### config.mk
export PLATFORM = sky130hd
export DESIGN_NAME = display_mux_n
export DESIGN_NICKNAME = d
export VERILOG_FILES = /design/src/rtl/display_pkg.sv /design/src/rtl/seg7_decode.sv /design/src/rtl/display_mux_n.sv
export SDC_FILE = /design/constraint.sdc
export NUM_CORES = 1
export LEC_CHECK = 0
export ABC_AREA = 1
export BUFFER_PORTS_ARGS = -buffer_cell sky130_fd_sc_hd__buf_2
export CAP_MARGIN = 20
export CORE_MARGIN = 5
export CORE_UTILIZATION = 40
export DETAILED_ROUTE_END_ITERATION = 10
export GPL_TIMING_DRIVEN = 0
export PLACE_DENSITY = 0.55
export SYNTH_ARGS = -nofsm -noshare
export SYNTH_HDL_FRONTEND = slang
export SYNTH_SLANG_ARGS = --single-unit
### constraint.sdc
create_clock -name clk -period 3.2 [get_ports clk]
set_input_delay 0.32 -clock clk [delete_from_list [all_inputs] [get_ports clk]]
set_output_delay 0.32 -clock clk [all_outputs]
set_load 0.01 [all_outputs]
### src/rtl/display_pkg.sv
// display_pkg: 7-segment glyphs in {a,b,c,d,e,f,g,dp} order and the hex glyph lookup.
package display_pkg;
    localparam logic [7:0] SEG_0     = 8'b1111_1100;
    localparam logic [7:0] SEG_1     = 8'b0110_0000;
    localparam logic [7:0] SEG_2     = 8'b1101_1010;
    localparam logic [7:0] SEG_3     = 8'b1111_0010;
    localparam logic [7:0] SEG_4     = 8'b0110_0110;
    localparam logic [7:0] SEG_5     = 8'b1011_0110;
    localparam logic [7:0] SEG_6     = 8'b1011_1110;
    localparam logic [7:0] SEG_7     = 8'b1110_0000;
    localparam logic [7:0] SEG_8     = 8'b1111_1110;
    localparam logic [7:0] SEG_9     = 8'b1111_0110;
    localparam logic [7:0] SEG_A     = 8'b1110_1110;
    localparam logic [7:0] SEG_B     = 8'b0011_1110;
    localparam logic [7:0] SEG_C     = 8'b1001_1100;
    localparam logic [7:0] SEG_D     = 8'b0111_1010;
    localparam logic [7:0] SEG_E     = 8'b1001_1110;
    localparam logic [7:0] SEG_F     = 8'b1000_1110;
    localparam logic [7:0] SEG_BLANK = 8'b0000_0000;

    function automatic logic [7:0] hex_to_seg(input logic [3:0] nibble);
        case (nibble)
            4'h0: return SEG_0;
            4'h1: return SEG_1;
            4'h2: return SEG_2;
            4'h3: return SEG_3;
            4'h4: return SEG_4;
            4'h5: return SEG_5;
            4'h6: return SEG_6;
            4'h7: return SEG_7;
            4'h8: return SEG_8;
            4'h9: return SEG_9;
            4'ha: return SEG_A;
            4'hb: return SEG_B;
            4'hc: return SEG_C;
            4'hd: return SEG_D;
            4'he: return SEG_E;
            default: return SEG_F;
        endcase
    endfunction
endpackage

### src/rtl/seg7_decode.sv
// seg7_decode: hex nibble plus decimal point to segment pattern; blank forces everything dark.
module seg7_decode
    import display_pkg::*;
(
    input  logic [3:0] nibble,
    input  logic       dp,
    input  logic       blank,
    output logic [7:0] segments
);
    assign segments = blank ? SEG_BLANK : (hex_to_seg(nibble) | {7'b0, dp});
endmodule

### src/rtl/display_mux_n.sv
// display_mux_n: N-digit time-multiplexed 7-segment driver with frame snapshot,
// leading-zero blanking, blink, PWM dimming and per-slot dead time.
module display_mux_n
    import display_pkg::*;
#(
    parameter int NUM_DIGITS   = 5,
    parameter int SEL_CE_DIV   = 100_000,
    parameter int SEG_CLK_BITS = 8,
    parameter int BLANK_CYCLES = 16,
    parameter int BRIGHT_BITS  = 4,
    parameter int BLINK_FRAMES = 100
) (
    input  logic                    clk,
    input  logic                    reset_n,
    input  logic [4*NUM_DIGITS-1:0] digits,
    input  logic [NUM_DIGITS-1:0]   dp,
    input  logic [NUM_DIGITS-1:0]   blink_mask,
    input  logic                    lz_blank,
    input  logic [BRIGHT_BITS-1:0]  brightness,
    output logic                    seg_clk,
    output logic [7:0]              segments,
    output logic [NUM_DIGITS-1:0]   cathodes,
    output logic                    frame_start
);
    localparam int SW = $clog2(SEL_CE_DIV);
    localparam int DW = $clog2(NUM_DIGITS);
    localparam int BW = $clog2(BLINK_FRAMES + 1);
    localparam logic [SW-1:0] SLOT_LAST  = SW'(SEL_CE_DIV - 1);
    localparam logic [SW-1:0] SLOT_LIT   = SW'(BLANK_CYCLES);
    localparam logic [DW-1:0] SEL_LAST   = DW'(NUM_DIGITS - 1);
    localparam logic [BW-1:0] BLINK_LAST = BW'(BLINK_FRAMES - 1);

    logic [SW-1:0]           slot;
    logic [DW-1:0]           sel;
    logic [BW-1:0]           blink_cnt;
    logic                    blink_phase;
    logic [SEG_CLK_BITS-1:0] div;
    logic [BRIGHT_BITS-1:0]  pwm;
    logic [4*NUM_DIGITS-1:0] snap_digits;
    logic [NUM_DIGITS-1:0]   snap_dp;
    logic [NUM_DIGITS-1:0]   snap_blink;
    logic                    snap_lz;
    logic [BRIGHT_BITS-1:0]  snap_bright;
    logic                    slot_end;
    logic                    frame_end;
    logic                    lit;
    logic                    blank;
    logic [7:0]              seg_next;

    assign slot_end  = slot == SLOT_LAST;
    assign frame_end = slot_end && sel == SEL_LAST;
    assign seg_clk   = div[SEG_CLK_BITS-1];
    // A digit is a leading zero when it and every more significant nibble are zero.
    assign blank = (snap_lz && sel != '0 && (snap_digits >> (4 * sel)) == '0)
                || (blink_phase && snap_blink[sel]);
    assign lit = slot >= SLOT_LIT && (&snap_bright || pwm < snap_bright);

    seg7_decode u_decode (
        .nibble  (snap_digits[4*sel +: 4]),
        .dp      (snap_dp[sel]),
        .blank   (blank),
        .segments(seg_next)
    );

    always_ff @(posedge clk or negedge reset_n) begin
        if (!reset_n) begin
            slot        <= '0;
            sel         <= '0;
            blink_cnt   <= '0;
            blink_phase <= 1'b0;
            div         <= '0;
            pwm         <= '0;
            snap_digits <= '0;
            snap_dp     <= '0;
            snap_blink  <= '0;
            snap_lz     <= 1'b0;
            snap_bright <= '0;
            segments    <= '0;
            cathodes    <= '0;
            frame_start <= 1'b0;
        end else begin
            div  <= div + 1'b1;
            pwm  <= pwm + 1'b1;
            slot <= slot_end ? '0 : slot + 1'b1;
            if (slot_end)
                sel <= frame_end ? '0 : sel + 1'b1;
            if (frame_end) begin
                snap_digits <= digits;
                snap_dp     <= dp;
                snap_blink  <= blink_mask;
                snap_lz     <= lz_blank;
                snap_bright <= brightness;
                blink_cnt   <= blink_cnt == BLINK_LAST ? '0 : blink_cnt + 1'b1;
                if (blink_cnt == BLINK_LAST)
                    blink_phase <= ~blink_phase;
            end
            segments    <= seg_next;
            cathodes    <= lit ? NUM_DIGITS'(1) << sel : '0;
            frame_start <= sel == '0 && slot == '0;
        end
    end
endmodule

==> impl_results.html, run 1 <==
<table>
<tr><th>Metric</th><th>Value</th></tr>
<tr><th colspan="2">Power</th></tr>
<tr><td>Switching power</td><td>0.000509 W</td></tr>
<tr><td>Pleak</td><td>2.75 nW</td></tr>
<tr><td>Maximum vdd ir drop</td><td>190 uV</td></tr>
<tr><td>Clock network power share</td><td>45.9%</td></tr>
<tr><td>P_int</td><td>0.00172 W</td></tr>
<tr><td>Areal power density over the cells</td><td>419 nW/um2</td></tr>
<tr><td>Total Power Consumption</td><td>0.00223 W</td></tr>
<tr><td>Sw frac</td><td>22.9%</td></tr>
<tr><td>Comb power frac</td><td>3.1%</td></tr>
<tr><td>Seq pwr share</td><td>51.0%</td></tr>
<tr><th colspan="2">Logic synthesis</th></tr>
<tr><td>Multiplexer fraction of the synthesized cell area</td><td>0%</td></tr>
<tr><td>Post-synthesis cell count</td><td>574</td></tr>
<tr><td>Synth Cell Area</td><td>4550 um2</td></tr>
<tr><td>Share of the yosys chip area belonging to registers</td><td>48.9%</td></tr>
<tr><td>Cell type with the highest aggregate area in the netlist</td><td>dfrtp_1</td></tr>
<tr><td>Number of flip-flops and latches in the synthesized netlist</td><td>89</td></tr>
<tr><td>Synthesized-area fraction occupied by ao, oa, aoi and oai cells</td><td>6.26%</td></tr>
<tr><td>Number of synthesized flops with an enable pin</td><td>0</td></tr>
<tr><td>Share of synthesized registers carrying an async set or reset</td><td>100%</td></tr>
<tr><td>Post-Synthesis Net Count</td><td>630</td></tr>
<tr><td>Adder-Cell Fraction of Synth Area</td><td>5.22%</td></tr>
<tr><td>Post-synth top flop</td><td>dfrtp_1</td></tr>
<tr><td>Post-synthesis share of cell area spent on and, or, nand and nor gates</td><td>29.8%</td></tr>
<tr><td>Share of the synthesized area in the top cell type</td><td>48.9%</td></tr>
<tr><td>Most area-consuming cells after synthesis</td><td>dfrtp_1 (49%), nand2_1 (16%), ha_1 (5.2%), nor2_1 (4.9%), inv_1 (4.8%)</td></tr>
<tr><td>Syn avg cell area</td><td>7.93 um2</td></tr>
<tr><td>Count of distinct cell types in the synthesized netlist</td><td>33</td></tr>
<tr><td>Parity-gate share of the synthesized area counting xor and xnor cells</td><td>3.08%</td></tr>
<tr><td>Dominant combinational cell family by area after synthesis</td><td>simple AND/OR/NAND/NOR gates</td></tr>
<tr><td>Synthesis warning total</td><td>0</td></tr>
<tr><th colspan="2">Clock tree</th></tr>
<tr><td>Clock root buffer master</td><td>clkbuf_16</td></tr>
<tr><td>H-tree Lvls</td><td>3</td></tr>
<tr><td>CTS tree</td><td>built</td></tr>
<tr><td>Number of gates resized after CTS</td><td>0</td></tr>
<tr><td>Buffer levels on the longest clock path</td><td>2</td></tr>
<tr><td>Number of post-CTS setup repair buffers</td><td>0</td></tr>
<tr><td>Sink count of the clock tree</td><td>89</td></tr>
<tr><td>Number of CTS-inserted buffers</td><td>9</td></tr>
<tr><td>Worst-Skew Late Latency</td><td>340 ps</td></tr>
<tr><td>Reg clk slew, reported paths</td><td>70 ps</td></tr>
<tr><th colspan="2">GRT</th></tr>
<tr><td>Vias in the first global route</td><td>3611</td></tr>
<tr><td>Overall overflow remaining after global route</td><td>0</td></tr>
<tr><td>Maximum number of pins on one net before global-route repair</td><td>51</td></tr>
<tr><td>Initial antenna violation count</td><td>0</td></tr>
<tr><td>Global routing usage summed across all routing layers</td><td>16.2%</td></tr>
<tr><td>Global-route wire length before repair</td><td>17300 um</td></tr>
<tr><th colspan="2">Die</th></tr>
<tr><td>Die Ht</td><td>117 um</td></tr>
<tr><td>Width of the die</td><td>117 um</td></tr>
<tr><td>DIE AREA</td><td>13600 um2</td></tr>
<tr><td>IO Count</td><td>52</td></tr>
<tr><td>Core Region</td><td>11300 um2</td></tr>
<tr><td>Placement Rows</td><td>39</td></tr>
<tr><td>Initial Utilization</td><td>40.4%</td></tr>
<tr><th colspan="2">Setup path</th></tr>
<tr><td>Count of buffering cells on the critical path with inverters included</td><td>3</td></tr>
<tr><td>Largest driver fanout on the critical path</td><td>11</td></tr>
<tr><td>Data required time of the worst path</td><td>3470 ps</td></tr>
<tr><td>Cells traversed along the worst timing path</td><td>buf_2 &gt; inv_4 &gt; buf_2 &gt; nand2_1 &gt; nand3_1 &gt; nand2_1 &gt; o21a_1 &gt; ha_1 &gt; nand3_1 &gt; nor2_1 &gt; nand2_1 &gt; nand2_1 &gt; nor2_1</td></tr>
<tr><td>Setup crit start kind</td><td>register</td></tr>
<tr><td>Most frequent cell on the critical path</td><td>nand2_1</td></tr>
<tr><td>Top Family by Delay on Critical Path</td><td>simple AND/OR/NAND/NOR gates</td></tr>
<tr><td>CP Class</td><td>register to register</td></tr>
<tr><td>Maximum cell stage delay along the critical path</td><td>400 ps</td></tr>
<tr><td>Endpoint kind of the worst setup timing path</td><td>register</td></tr>
<tr><td>Worst Path Arrival</td><td>2590 ps</td></tr>
<tr><td>Slowest library cell on the worst path</td><td>dfrtp_1</td></tr>
<tr><th colspan="2">Cells and area</th></tr>
<tr><td>Final std cell area, no fill</td><td>5320 um2</td></tr>
<tr><td>Most common library cell in the layout ignoring fill and taps</td><td>nand2_1</td></tr>
<tr><td>End-of-flow core utilization</td><td>47.2%</td></tr>
<tr><td>Net count reported at finish</td><td>694</td></tr>
<tr><td>Filler instances</td><td>1144</td></tr>
<tr><td>Antenna Diode Count</td><td>0</td></tr>
<tr><td>Relative area change from synthesis to final layout</td><td>16.8%</td></tr>
<tr><td>Share of post-route cells with drive strength above 1</td><td>13.7%</td></tr>
<tr><td>Highest-count cells in the layout ignoring fill and taps</td><td>nand2_1 (192), dfrtp_1 (89), nor2_1 (59), inv_1 (58), buf_2 (57)</td></tr>
<tr><th colspan="2">Run status</th></tr>
<tr><td>Result of the run</td><td>finished clean</td></tr>
<tr><th colspan="2">Drt</th></tr>
<tr><td>First-pass DRT Iterations</td><td>4</td></tr>
<tr><td>Final wirelength</td><td>10400 um</td></tr>
<tr><td>Residual DRC</td><td>0</td></tr>
<tr><td>WL/cell</td><td>13.2 um</td></tr>
<tr><td>Average vias per placed instance</td><td>4.82</td></tr>
<tr><td>Post-route antenna net violation count</td><td>0</td></tr>
<tr><td>Via count</td><td>3789</td></tr>
<tr><td>Number of DRC markers in iteration 0</td><td>218</td></tr>
<tr><th colspan="2">Timing</th></tr>
<tr><td>Crit path time final</td><td>2320 ps</td></tr>
<tr><td>Ratio of final minimum period to clock period</td><td>72.4%</td></tr>
<tr><td>Number of pins exceeding their max-slew limit in the final report</td><td>0</td></tr>
<tr><td>Total count of hold-check failures in the final report</td><td>0</td></tr>
<tr><td>Worst Tran Pin Value</td><td>523 ps</td></tr>
<tr><td>Post-Route Skew</td><td>8.47 ps</td></tr>
<tr><td>Total Neg Setup Slack</td><td>0 ps</td></tr>
<tr><td>Max Clk Rate</td><td>432 MHz</td></tr>
<tr><td>Setup repair after global routing missed its margin</td><td>false</td></tr>
<tr><td>Relative slew slack</td><td>65.1%</td></tr>
<tr><td>Final count of negative-setup-slack endpoints</td><td>0</td></tr>
<tr><th colspan="2">Run</th></tr>
<tr><td>Number of max-cap violations</td><td>0</td></tr>
<tr><th colspan="2">Place</th></tr>
<tr><td>Global placer's final weighted congestion</td><td>0.889</td></tr>
<tr><td>Placed wire-length estimate</td><td>7920 um</td></tr>
<tr><td>Post-Place Cell Area</td><td>5020 um2</td></tr>
<tr><td>Port Buffers</td><td>51</td></tr>
<tr><th colspan="2">Worst hold path</th></tr>
<tr><td>Type of the tightest min-delay check</td><td>input port to register</td></tr>
</table>
## repair_timing
item,CTS,global route
hold buffers,1,0
hold endpoints to repair,39,0
setup endpoints to repair,0,0
## cells in the mapped netlist (2+ instances only)
cell type	number
a21boi_0	2
a21oi_1	24
buf_2	7
clkbuf_1	5
dfrtp_1	89
ha_1	19
inv_1	58
inv_2	2
nand2_1	192
nand2_2	3
nand3_1	37
nand4_1	8
nor2_1	59
nor2_2	2
nor3_1	11
nor4_1	6
o211ai_1	4
o21ai_0	15
o21ai_1	3
xnor2_1	6
xor2_1	10
## layout make-up
class / count / area, um2 / area share (%)
flip-flops and latches: 89 / 2230 / 41.9
clock inverters: 6 / 50.0 / 0.941
clock buffers: 10 / 239 / 4.49
plain buffers: 14 / 72.6 / 1.36
repair buffers: 53 / 295 / 5.55
inverters: 62 / 235 / 4.42
well taps: 143 / 179 / 3.36
multi-input cells: 409 / 2020 / 38.0
## worst reg2reg max path, delay by kind of cell (launching register included)
kind                       cells  cell delay, ps
AOI/OAI and AO/OA              1             240
and+or+nand+nor                8             790
buffers and inverters          3             600
DFF                            1             400
adders and majority gates      1             240
## routing by layer
metal  routed length [um]  vias to the layer above  part of all wire, %  GRT usage, %
li1                     -                     1951                    -             -
met1                 5060                     1768                   49          23.2
met2                 4700                       59                   45          24.6
met3                  437                       11                  4.2          2.85
met4                  167                        0                  1.6          5.96
met5                    0                        -                    0             0
## final timing paths
kind | endpoint | slack [ps] | depth (start not counted) | startpoint
min reg2reg | pwm[0] | 480 | 1 | pwm[0]
max | segments[5] | 880 | 13 | sel[0]
max in group asynchronous | snap_digits[14] | 2090 | 3 | reset_n
min in group asynchronous | div[7] | 490 | 2 | reset_n
min | snap_digits[2] | 170 | 3 | digits[2]
max reg2reg | segments[5] | 880 | 13 | sel[0]
## state kept, by name, indices dropped and copies added, names as in the netlist, 5 cells and up
name / count
blink_cnt: 7
snap_blink: 5
snap_dp: 5
slot: 17
cathodes: 5
div: 8
segments: 8
snap_digits: 20
## stage by stage
stage	hold slack (ps)	std cells	setup WS, ps
5_1_grt	179	786	634
3_3_place_gp	456	768	874
2_1_floorplan	24.4	574	1230
4_1_cts	158	786	837
6_report	168	786	883
3_5_place_dp	337	769	865
## kinds of logic (layout without fill, tap and decap cells)
group	Yosys count	in the layout
simple gates	322	322
flops	89	89
buf+inv	76	145
compound gates	52	52
fa+ha+maj	19	19
xor+xnor	16	16
## power groups by stage
stage | clock [W] | sequential (W) | combinational [W]
after detailed placement | 0 | 0.00116 | 0.0000720
after floorplan | 0 | 0.00116 | 0.0000155
after global routing | 0.00110 | 0.00114 | 0.0000807
after CTS | 0.00106 | 0.00114 | 0.0000734
final | 0.00102 | 0.00114 | 0.0000695
after global placement | 0 | 0.00116 | 0.0000660
Note: power is estimated with default switching activity, not from simulation.
==> run 2: changes to the inputs <==
==> constraint.sdc (replaced) <==
create_clock -name clk -period 2.3 [get_ports clk]
set_input_delay 0.23 -clock clk [delete_from_list [all_inputs] [get_ports clk]]
set_output_delay 0.23 -clock clk [all_outputs]
set_load 0.01 [all_outputs]
==> impl_results.html, run 2 (same netlist as run 1, synthesis figures left out) <==
<table>
<tr><th>Metric</th><th>Value</th></tr>
<tr><th colspan="2">Die</th></tr>
<tr><td>Width of the die</td><td>117 um (unchanged)</td></tr>
<tr><td>DIE AREA</td><td>13600 um2 (unchanged)</td></tr>
<tr><td>IO Count</td><td>52 (unchanged)</td></tr>
<tr><td>Die Ht</td><td>117 um (unchanged)</td></tr>
<tr><td>Placement Rows</td><td>39 (unchanged)</td></tr>
<tr><td>Core Region</td><td>11300 um2 (unchanged)</td></tr>
<tr><td>Initial Utilization</td><td>40.4% (unchanged)</td></tr>
<tr><th colspan="2">Setup path</th></tr>
<tr><td>Top Family by Delay on Critical Path</td><td>buffers and inverters</td></tr>
<tr><td>Worst Path Arrival</td><td>2310 ps (-280 ps)</td></tr>
<tr><td>CP Class</td><td>register to register</td></tr>
<tr><td>Slowest library cell on the worst path</td><td>dfrtp_1</td></tr>
<tr><td>Setup crit start kind</td><td>register</td></tr>
<tr><td>Data required time of the worst path</td><td>2530 ps (-940 ps)</td></tr>
<tr><td>Most frequent cell on the critical path</td><td>nand2_1</td></tr>
<tr><td>Cells traversed along the worst timing path</td><td>buf_4 &gt; inv_4 &gt; ha_1 &gt; nand2_1 &gt; inv_1 &gt; nand3_1 &gt; clkbuf_1 &gt; nand2_1 &gt; nand2_1</td></tr>
<tr><td>Endpoint kind of the worst setup timing path</td><td>register</td></tr>
<tr><td>Largest driver fanout on the critical path</td><td>19 (+8)</td></tr>
<tr><td>Maximum cell stage delay along the critical path</td><td>400 ps (about the same)</td></tr>
<tr><td>Count of buffering cells on the critical path with inverters included</td><td>4 (+1)</td></tr>
<tr><th colspan="2">GRT</th></tr>
<tr><td>Global-route wire length before repair</td><td>17200 um (-0.20%)</td></tr>
<tr><td>Global routing usage summed across all routing layers</td><td>16.2% (-0.043 points)</td></tr>
<tr><td>Maximum number of pins on one net before global-route repair</td><td>51 (unchanged)</td></tr>
<tr><td>Vias in the first global route</td><td>3606 (-0.14%)</td></tr>
<tr><td>Overall overflow remaining after global route</td><td>0 (unchanged)</td></tr>
<tr><td>Initial antenna violation count</td><td>0 (unchanged)</td></tr>
<tr><th colspan="2">Drt</th></tr>
<tr><td>WL/cell</td><td>13.1 um (-0.24%)</td></tr>
<tr><td>Number of DRC markers in iteration 0</td><td>211 (-3.2%)</td></tr>
<tr><td>Average vias per placed instance</td><td>4.79 (-0.53%)</td></tr>
<tr><td>Final wirelength</td><td>10300 um (-0.37%)</td></tr>
<tr><td>Residual DRC</td><td>0 (unchanged)</td></tr>
<tr><td>First-pass DRT Iterations</td><td>4 (unchanged)</td></tr>
<tr><td>Via count</td><td>3764 (-0.66%)</td></tr>
<tr><td>Post-route antenna net violation count</td><td>0 (unchanged)</td></tr>
<tr><th colspan="2">Place</th></tr>
<tr><td>Placed wire-length estimate</td><td>7920 um (unchanged)</td></tr>
<tr><td>Port Buffers</td><td>51 (unchanged)</td></tr>
<tr><td>Post-Place Cell Area</td><td>5020 um2 (unchanged)</td></tr>
<tr><td>Global placer's final weighted congestion</td><td>0.889 (unchanged)</td></tr>
<tr><th colspan="2">Cells and area</th></tr>
<tr><td>Final std cell area, no fill</td><td>5330 um2 (+0.19%)</td></tr>
<tr><td>Most flop-heavy register</td><td>snap_digits</td></tr>
<tr><td>Highest-count cells in the layout ignoring fill and taps</td><td>nand2_1 (191), dfrtp_1 (89), nor2_1 (59), inv_1 (58), buf_2 (54)</td></tr>
<tr><td>Net count reported at finish</td><td>693 (-0.14%)</td></tr>
<tr><td>Most common library cell in the layout ignoring fill and taps</td><td>nand2_1</td></tr>
<tr><td>Antenna Diode Count</td><td>0 (unchanged)</td></tr>
<tr><td>Max FFs per register</td><td>20 (unchanged)</td></tr>
<tr><td>Registers with the most flip-flops</td><td>snap_digits (20), slot (17)</td></tr>
<tr><td>Share of post-route cells with drive strength above 1</td><td>14.0% (+0.33 points)</td></tr>
<tr><td>Filler instances</td><td>1146 (+0.17%)</td></tr>
<tr><td>Relative area change from synthesis to final layout</td><td>17.0%</td></tr>
<tr><th colspan="2">Clock tree</th></tr>
<tr><td>H-tree Lvls</td><td>3 (unchanged)</td></tr>
<tr><td>Sink count of the clock tree</td><td>89 (unchanged)</td></tr>
<tr><td>Reg clk slew, reported paths</td><td>70 ps (about the same)</td></tr>
<tr><td>Number of CTS-inserted buffers</td><td>9 (unchanged)</td></tr>
<tr><td>CTS tree</td><td>built</td></tr>
<tr><td>Buffer levels on the longest clock path</td><td>2 (unchanged)</td></tr>
<tr><td>Clock root buffer master</td><td>clkbuf_16</td></tr>
<tr><td>Worst-Skew Late Latency</td><td>340 ps (about the same)</td></tr>
<tr><th colspan="2">Timing</th></tr>
<tr><td>Ratio of final minimum period to clock period</td><td>90.5% (+18 points)</td></tr>
<tr><td>Final count of negative-setup-slack endpoints</td><td>0 (unchanged)</td></tr>
<tr><td>Worst Tran Pin Value</td><td>524 ps (+0.558 ps)</td></tr>
<tr><td>Post-Route Hold Slack</td><td>77.8 ps (-90.3 ps)</td></tr>
<tr><td>Post-Route Skew</td><td>6.71 ps (-1.76 ps)</td></tr>
<tr><td>Max Clk Rate</td><td>481 MHz (+11%)</td></tr>
<tr><td>Relative slew slack</td><td>65.1% (about the same)</td></tr>
<tr><td>Total count of hold-check failures in the final report</td><td>0 (unchanged)</td></tr>
<tr><td>Number of pins exceeding their max-slew limit in the final report</td><td>0 (unchanged)</td></tr>
<tr><td>Crit path time final</td><td>2080 ps (-237 ps)</td></tr>
<tr><th colspan="2">Run status</th></tr>
<tr><td>Result of the run</td><td>finished clean</td></tr>
<tr><th colspan="2">Power</th></tr>
<tr><td>Maximum vdd ir drop</td><td>266 uV (+40%)</td></tr>
<tr><td>Areal power density over the cells</td><td>581 nW/um2 (+39%)</td></tr>
<tr><td>Pleak</td><td>2.75 nW (+0.13%)</td></tr>
<tr><th colspan="2">Worst hold path</th></tr>
<tr><td>Type of the tightest min-delay check</td><td>input port to register</td></tr>
<tr><th colspan="2">Run</th></tr>
<tr><td>Number of max-cap violations</td><td>0 (unchanged)</td></tr>
</table>
-- run 2: cell types whose count changed in the layout (fill, tap and decap cells not counted) --
cell,change
nand2_2,+1
o21a_1,-1
buf_1,+1
nand2_1,-1
o21a_2,+1
clkbuf_2,+1
buf_4,+2
nor2_4,+1
buf_2,-3
nor2_2,-1
clkbuf_1,-2
-- run 2: final cells by class --
type / instances / area [um2] / area share (%)
Inverter: 62 / 235 / 4.42
Buffer: 13 / 73.8 / 1.39
Tap cell: 143 / 179 / 3.36
Timing Repair Buffer: 53 / 295 / 5.54
Multi-Input combinational cell: 409 / 2030 / 38.1
Sequential cell: 89 / 2230 / 41.8
Clock inverter: 6 / 50.0 / 0.939
Clock buffer: 10 / 239 / 4.49
-- run 2: final timing paths --
path | cells past startpoint | slack [ps] | to | start
min in group asynchronous | 2 | 400 | div[7] | reset_n
hold / removal | 3 | 80 | snap_digits[2] | digits[2]
setup reg to reg | 9 | 220 | snap_blink[1] | sel[0]
hold reg to reg | 1 | 480 | div[7] | div[7]
setup / recovery | 9 | 220 | snap_blink[1] | sel[0]
max in group asynchronous | 3 | 1270 | snap_digits[19] | reset_n
-- run 2: worst register-to-register path: cells and delay by family (launching register included) --
kind          cells  cell delay, ps
flops             1             400
simple gates      4             540
fa+ha+maj         1             200
buf+inv           4             830
-- run 2: power breakdown --
part | switching, W | total [W] | internal [W]
Clock | 0.000644 | 0.00142 | 0.000777
Combinational | 0.0000592 | 0.0000967 | 0.0000375
Sequential | 0.00000510 | 0.00158 | 0.00158
-- run 2: routing by layer --
layer  track usage [%]  up-vias  part of all wire, %
met5                 0        -                    0
met4              5.96        0                  1.6
met1              23.1     1744                   49
met2              24.6       66                   45
li1                  -     1943                    -
met3              2.85       11                  4.4
-- run 2: stage by stage --
| step | utilization (%) | setup TNS, ps | worst slack [ps] | power, W | std cells |
|---|---|---|---|---|---|
| after floorplan | - | 0 | 334 | 0.00163 | 574 |
| after global placement | 44.3 | -72.0 | -26.1 | 0.00170 | 768 |
| after detailed placement | 44.5 | -91.1 | -34.8 | 0.00171 | 769 |
| after CTS | 47.1 | 0 | 1.52 | 0.00316 | 785 |
| after global routing | 47.3 | -0.0664 | -0.0664 | 0.00322 | 785 |
| final | 47.3 | 0 | 219 | 0.00310 | 785 |
-- run 2: timing repair --
| item | CTS | global route |
|---|---|---|
| setup buffers | 0 | 0 |
| pin swaps | 0 | 1 |
| resized for setup | 0 | 10 |
| endpoints found under the setup margin | 28 | 28 |
| endpoints found under the hold margin | 39 | 0 |
| hold buffers | 1 | 0 |
==> run 3: changes to the inputs <==
--- a/config.mk
+++ b/config.mk
@@ -5,13 +5,13 @@
 export SDC_FILE = /design/constraint.sdc
 export NUM_CORES = 1
 export LEC_CHECK = 0
-export ABC_AREA = 1
 export BUFFER_PORTS_ARGS = -buffer_cell sky130_fd_sc_hd__buf_2
 export CAP_MARGIN = 20
 export CORE_MARGIN = 5
 export CORE_UTILIZATION = 40
 export DETAILED_ROUTE_END_ITERATION = 10
 export GPL_TIMING_DRIVEN = 0
+export HOLD_SLACK_MARGIN = 0.1
 export PLACE_DENSITY = 0.55
 export SYNTH_ARGS = -nofsm -noshare
 export SYNTH_HDL_FRONTEND = slang
==> impl_results.html, run 3 <==
<table>
<tr><th>Metric</th><th>Value</th></tr>
<tr><th colspan="2">Power</th></tr>
<tr><td>Switching power</td><td>0.000614 W (-13%)</td></tr>
<tr><td>Areal power density over the cells</td><td>508 nW/um2 (-13%)</td></tr>
<tr><td>Seq pwr share</td><td>53.6% (+2.6 points)</td></tr>
<tr><td>Sw frac</td><td>21.1% (-1.8 points)</td></tr>
<tr><td>Comb power frac</td><td>3.8% (+0.7 points)</td></tr>
<tr><td>Maximum vdd ir drop</td><td>343 uV (+29%)</td></tr>
<tr><td>P_int</td><td>0.00230 W (-3.7%)</td></tr>
<tr><td>Clock network power share</td><td>42.5% (-3.4 points)</td></tr>
<tr><td>Pleak</td><td>2.68 nW (-2.7%)</td></tr>
<tr><th colspan="2">Clock tree</th></tr>
<tr><td>H-tree Lvls</td><td>3 (unchanged)</td></tr>
<tr><td>Sink count of the clock tree</td><td>89 (unchanged)</td></tr>
<tr><td>Worst-Skew Late Latency</td><td>360 ps (+20 ps)</td></tr>
<tr><td>Clock root buffer master</td><td>clkbuf_8</td></tr>
<tr><td>CTS tree</td><td>built</td></tr>
<tr><td>Reg clk slew, reported paths</td><td>80 ps (about the same)</td></tr>
<tr><td>Number of CTS-inserted buffers</td><td>9 (unchanged)</td></tr>
<tr><td>Buffer levels on the longest clock path</td><td>2 (unchanged)</td></tr>
<tr><th colspan="2">Die</th></tr>
<tr><td>Die Ht</td><td>115 um (-1.8%)</td></tr>
<tr><td>Initial Utilization</td><td>40.6% (+0.19 points)</td></tr>
<tr><td>IO Count</td><td>52 (unchanged)</td></tr>
<tr><td>Core Region</td><td>10800 um2 (-4.3%)</td></tr>
<tr><td>Placement Rows</td><td>38 (-2.6%)</td></tr>
<tr><td>DIE AREA</td><td>13100 um2 (-3.5%)</td></tr>
<tr><td>Width of the die</td><td>115 um (-1.8%)</td></tr>
<tr><th colspan="2">Run status</th></tr>
<tr><td>Result of the run</td><td>finished with violations</td></tr>
<tr><td>Failing checks</td><td>negative setup slack</td></tr>
<tr><th colspan="2">Logic synthesis</th></tr>
<tr><td>Number of synthesized flops with an enable pin</td><td>0 (unchanged)</td></tr>
<tr><td>Share of the yosys chip area belonging to registers</td><td>50.8% (+1.9 points)</td></tr>
<tr><td>Count of distinct cell types in the synthesized netlist</td><td>55 (+67%)</td></tr>
<tr><td>Post-synth top flop</td><td>dfrtp_1</td></tr>
<tr><td>Ranking of synthesized cells by instance count</td><td>nand2_1 (115), dfrtp_1 (89), nor2_1 (22)</td></tr>
<tr><td>Number of flip-flops and latches in the synthesized netlist</td><td>89 (unchanged)</td></tr>
<tr><td>Syn avg cell area</td><td>9.76 um2 (+23%)</td></tr>
<tr><td>Synth Cell Area</td><td>4380 um2 (-3.8%)</td></tr>
<tr><td>Most area-consuming cells after synthesis</td><td>dfrtp_1 (51%), nand2_1 (9.9%), ha_1 (5.4%), xnor2_1 (2.6%), nand3_1 (2.3%)</td></tr>
<tr><td>Post-synthesis cell count</td><td>449 (-22%)</td></tr>
<tr><td>Synthesis warning total</td><td>0 (unchanged)</td></tr>
<tr><td>Cell type with the highest aggregate area in the netlist</td><td>dfrtp_1</td></tr>
<tr><td>Most common cell in the netlist</td><td>nand2_1</td></tr>
<tr><td>Share of synthesized registers carrying an async set or reset</td><td>100% (unchanged)</td></tr>
<tr><td>Share of the synthesized area in the top cell type</td><td>50.8% (+1.9 points)</td></tr>
<tr><td>Post-Synthesis Net Count</td><td>505 (-20%)</td></tr>
<tr><th colspan="2">Timing</th></tr>
<tr><td>PnR worst setup slack</td><td>-81.4 ps (-301 ps)</td></tr>
<tr><td>Post-Route Skew</td><td>9.51 ps (+2.80 ps)</td></tr>
<tr><td>Final count of negative-setup-slack endpoints</td><td>8 (+8)</td></tr>
<tr><td>Relative slew slack</td><td>33.1% (-32 points)</td></tr>
<tr><td>Setup repair after global routing missed its margin</td><td>true</td></tr>
<tr><td>Number of pins exceeding their max-slew limit in the final report</td><td>0 (unchanged)</td></tr>
<tr><td>Ratio of final minimum period to clock period</td><td>104% (+13 points)</td></tr>
<tr><td>Total count of hold-check failures in the final report</td><td>0 (unchanged)</td></tr>
<tr><td>Post-Route Hold Slack</td><td>122 ps (+43.8 ps)</td></tr>
<tr><td>Max Clk Rate</td><td>420 MHz (-13%)</td></tr>
<tr><td>Crit path time final</td><td>2380 ps (+301 ps)</td></tr>
<tr><td>Worst Tran Pin Value</td><td>994 ps (+470 ps)</td></tr>
<tr><th colspan="2">GRT</th></tr>
<tr><td>Global-route wire length before repair</td><td>17400 um (+0.76%)</td></tr>
<tr><td>Vias in the first global route</td><td>3523 (-2.3%)</td></tr>
<tr><td>Overall overflow remaining after global route</td><td>0 (unchanged)</td></tr>
<tr><td>Global routing usage summed across all routing layers</td><td>16.6% (+0.40 points)</td></tr>
<tr><td>Maximum number of pins on one net before global-route repair</td><td>46 (-9.8%)</td></tr>
<tr><td>Initial antenna violation count</td><td>0 (unchanged)</td></tr>
<tr><th colspan="2">Setup path</th></tr>
<tr><td>Data required time of the worst path</td><td>2520 ps (about the same)</td></tr>
<tr><td>Reg-to-reg setup timing slack</td><td>-80 ps (-300 ps)</td></tr>
<tr><td>Largest driver fanout on the critical path</td><td>9 (-10)</td></tr>
<tr><td>Worst r2r path cells</td><td>8 (-1)</td></tr>
<tr><td>Worst Path Arrival</td><td>2600 ps (+290 ps)</td></tr>
<tr><td>Setup crit start kind</td><td>register</td></tr>
<tr><td>Critical path endpoint</td><td>segments[3]</td></tr>
<tr><td>Launching element of the worst setup path</td><td>sel[1]</td></tr>
<tr><td>CP Class</td><td>register to register</td></tr>
<tr><td>Beginning of the worst register-to-register path</td><td>sel[1]</td></tr>
<tr><td>Worst reg2reg path endpoint</td><td>segments[3]</td></tr>
<tr><td>Endpoint kind of the worst setup timing path</td><td>register</td></tr>
<tr><th colspan="2">Run</th></tr>
<tr><td>Number of max-cap violations</td><td>0 (unchanged)</td></tr>
<tr><th colspan="2">Cells and area</th></tr>
<tr><td>Highest-count cells in the layout ignoring fill and taps</td><td>nand2_1 (115), dfrtp_1 (87), buf_2 (50), dlygate4sd3_1 (35), nor2_1 (21)</td></tr>
<tr><td>Antenna Diode Count</td><td>0 (unchanged)</td></tr>
<tr><td>Max FFs per register</td><td>20 (unchanged)</td></tr>
<tr><td>Most flop-heavy register</td><td>snap_digits</td></tr>
<tr><td>Most common library cell in the layout ignoring fill and taps</td><td>nand2_1</td></tr>
<tr><td>Final std cell area, no fill</td><td>5740 um2 (+7.7%)</td></tr>
<tr><td>Net count reported at finish</td><td>623 (-10%)</td></tr>
<tr><td>Registers with the most flip-flops</td><td>snap_digits (20), slot (17)</td></tr>
<tr><td>Relative area change from synthesis to final layout</td><td>30.9%</td></tr>
<tr><td>Final non-filler cell total</td><td>712 (-9.3%)</td></tr>
<tr><td>Share of post-route cells with drive strength above 1</td><td>22.6% (+8.5 points)</td></tr>
<tr><th colspan="2">Worst hold path</th></tr>
<tr><td>Worst hold start</td><td>dp[4]</td></tr>
<tr><td>Worst Hold Path Cells</td><td>2 (-1)</td></tr>
<tr><td>Type of the tightest min-delay check</td><td>input port to register</td></tr>
<tr><th colspan="2">Place</th></tr>
<tr><td>Placed wire-length estimate</td><td>6970 um (-12%)</td></tr>
<tr><td>Post-Place Cell Area</td><td>4870 um2 (-2.9%)</td></tr>
<tr><td>Cell count after placement</td><td>641 (-17%)</td></tr>
<tr><td>Global placer's final weighted congestion</td><td>0.848 (-4.6%)</td></tr>
<tr><td>Port Buffers</td><td>51 (unchanged)</td></tr>
<tr><th colspan="2">Drt</th></tr>
<tr><td>Number of DRC markers in iteration 0</td><td>133 (-37%)</td></tr>
<tr><td>First-pass DRT Iterations</td><td>4 (unchanged)</td></tr>
<tr><td>Post-route antenna net violation count</td><td>0 (unchanged)</td></tr>
<tr><td>Residual DRC</td><td>0 (unchanged)</td></tr>
<tr><td>Via count</td><td>3539 (-6.0%)</td></tr>
<tr><td>Average vias per placed instance</td><td>4.97 (+3.7%)</td></tr>
<tr><td>Final wirelength</td><td>10400 um (+1.0%)</td></tr>
<tr><td>WL/cell</td><td>14.6 um (+11%)</td></tr>
</table>
[run 3: through the flow]
stage	util (%)	power, W	setup WS (ps)	setup TNS (ps)
2_1_floorplan	-	0.00160	-40.1	-158
3_3_place_gp	44.9	0.00166	-606	-4530
3_5_place_dp	45.2	0.00166	-569	-4300
4_1_cts	52.1	0.00294	-196	-1420
5_1_grt	53.1	0.00302	-171	-1210
6_report	53.1	0.00292	-81.4	-535
[run 3: final cells by class]
cell class | instances | area [um2]
clock buffers | 12 | 155
multi-input cells | 327 | 2120
flip-flops and latches | 89 | 2230
repair buffers | 107 | 793
inverters | 17 | 71.3
clock inverters | 4 | 75.1
plain buffers | 16 | 116
fillers | 992 | 5060
well taps | 140 | 175
[run 3: per-layer routing]
metal | vias up | routed length [um] | global-route usage [%]
met5 | - | 0 | 0
met4 | 0 | 114 | 5.15
met3 | 12 | 454 | 3.75
met2 | 80 | 4780 | 25.3
met1 | 1665 | 5080 | 23.4
li1 | 1782 | - | -
[run 3: logic make-up (layout without fill, tap and decap cells)]
group,Yosys count,count (layout),share of synthesized area (%)
multiplexers,10,10,2.94
buffers and inverters,33,156,3.14
flip-flops,89,89,50.8
adder cells (fa/ha/maj),19,19,5.43
XOR/XNOR,24,24,4.80
AND/OR/NAND/NOR,212,212,22.5
AO/OA/AOI/OAI,62,62,10.4
[run 3: worst min-delay path by stage]
stage,to
final,snap_dp[4]
after global routing,snap_dp[4]
after CTS,snap_dp[4]
after detailed placement,slot[12]
after global placement,snap_blink[3]
after floorplan,blink_cnt[0]
[run 3: timing repair]
action	CTS	global route
pin swaps	5	6
resized for setup	15	26
setup endpoints to repair	10	51
hold buffers	35	0
endpoints found under the hold margin	78	0
buffers inserted	13	7
[run 3: power groups by stage]
stage | logic [W] | clock network, W | registers [W]
2_1_floorplan | 0.000000671 | 0 | 0.00159
3_3_place_gp | 0.0000612 | 0 | 0.00159
3_5_place_dp | 0.0000689 | 0 | 0.00159
4_1_cts | 0.000114 | 0.00127 | 0.00156
5_1_grt | 0.000127 | 0.00133 | 0.00156
6_report | 0.000112 | 0.00124 | 0.00156
[run 3: worst max-delay path, stage by stage (launching register included)]
cell and delay (ps):
dfrtp_2 410, buf_6 120, buf_4 160, or4_4 510, o32ai_2 240, a2111oi_1 180
o41ai_4 390, buf_6 190, a311oi_2 40
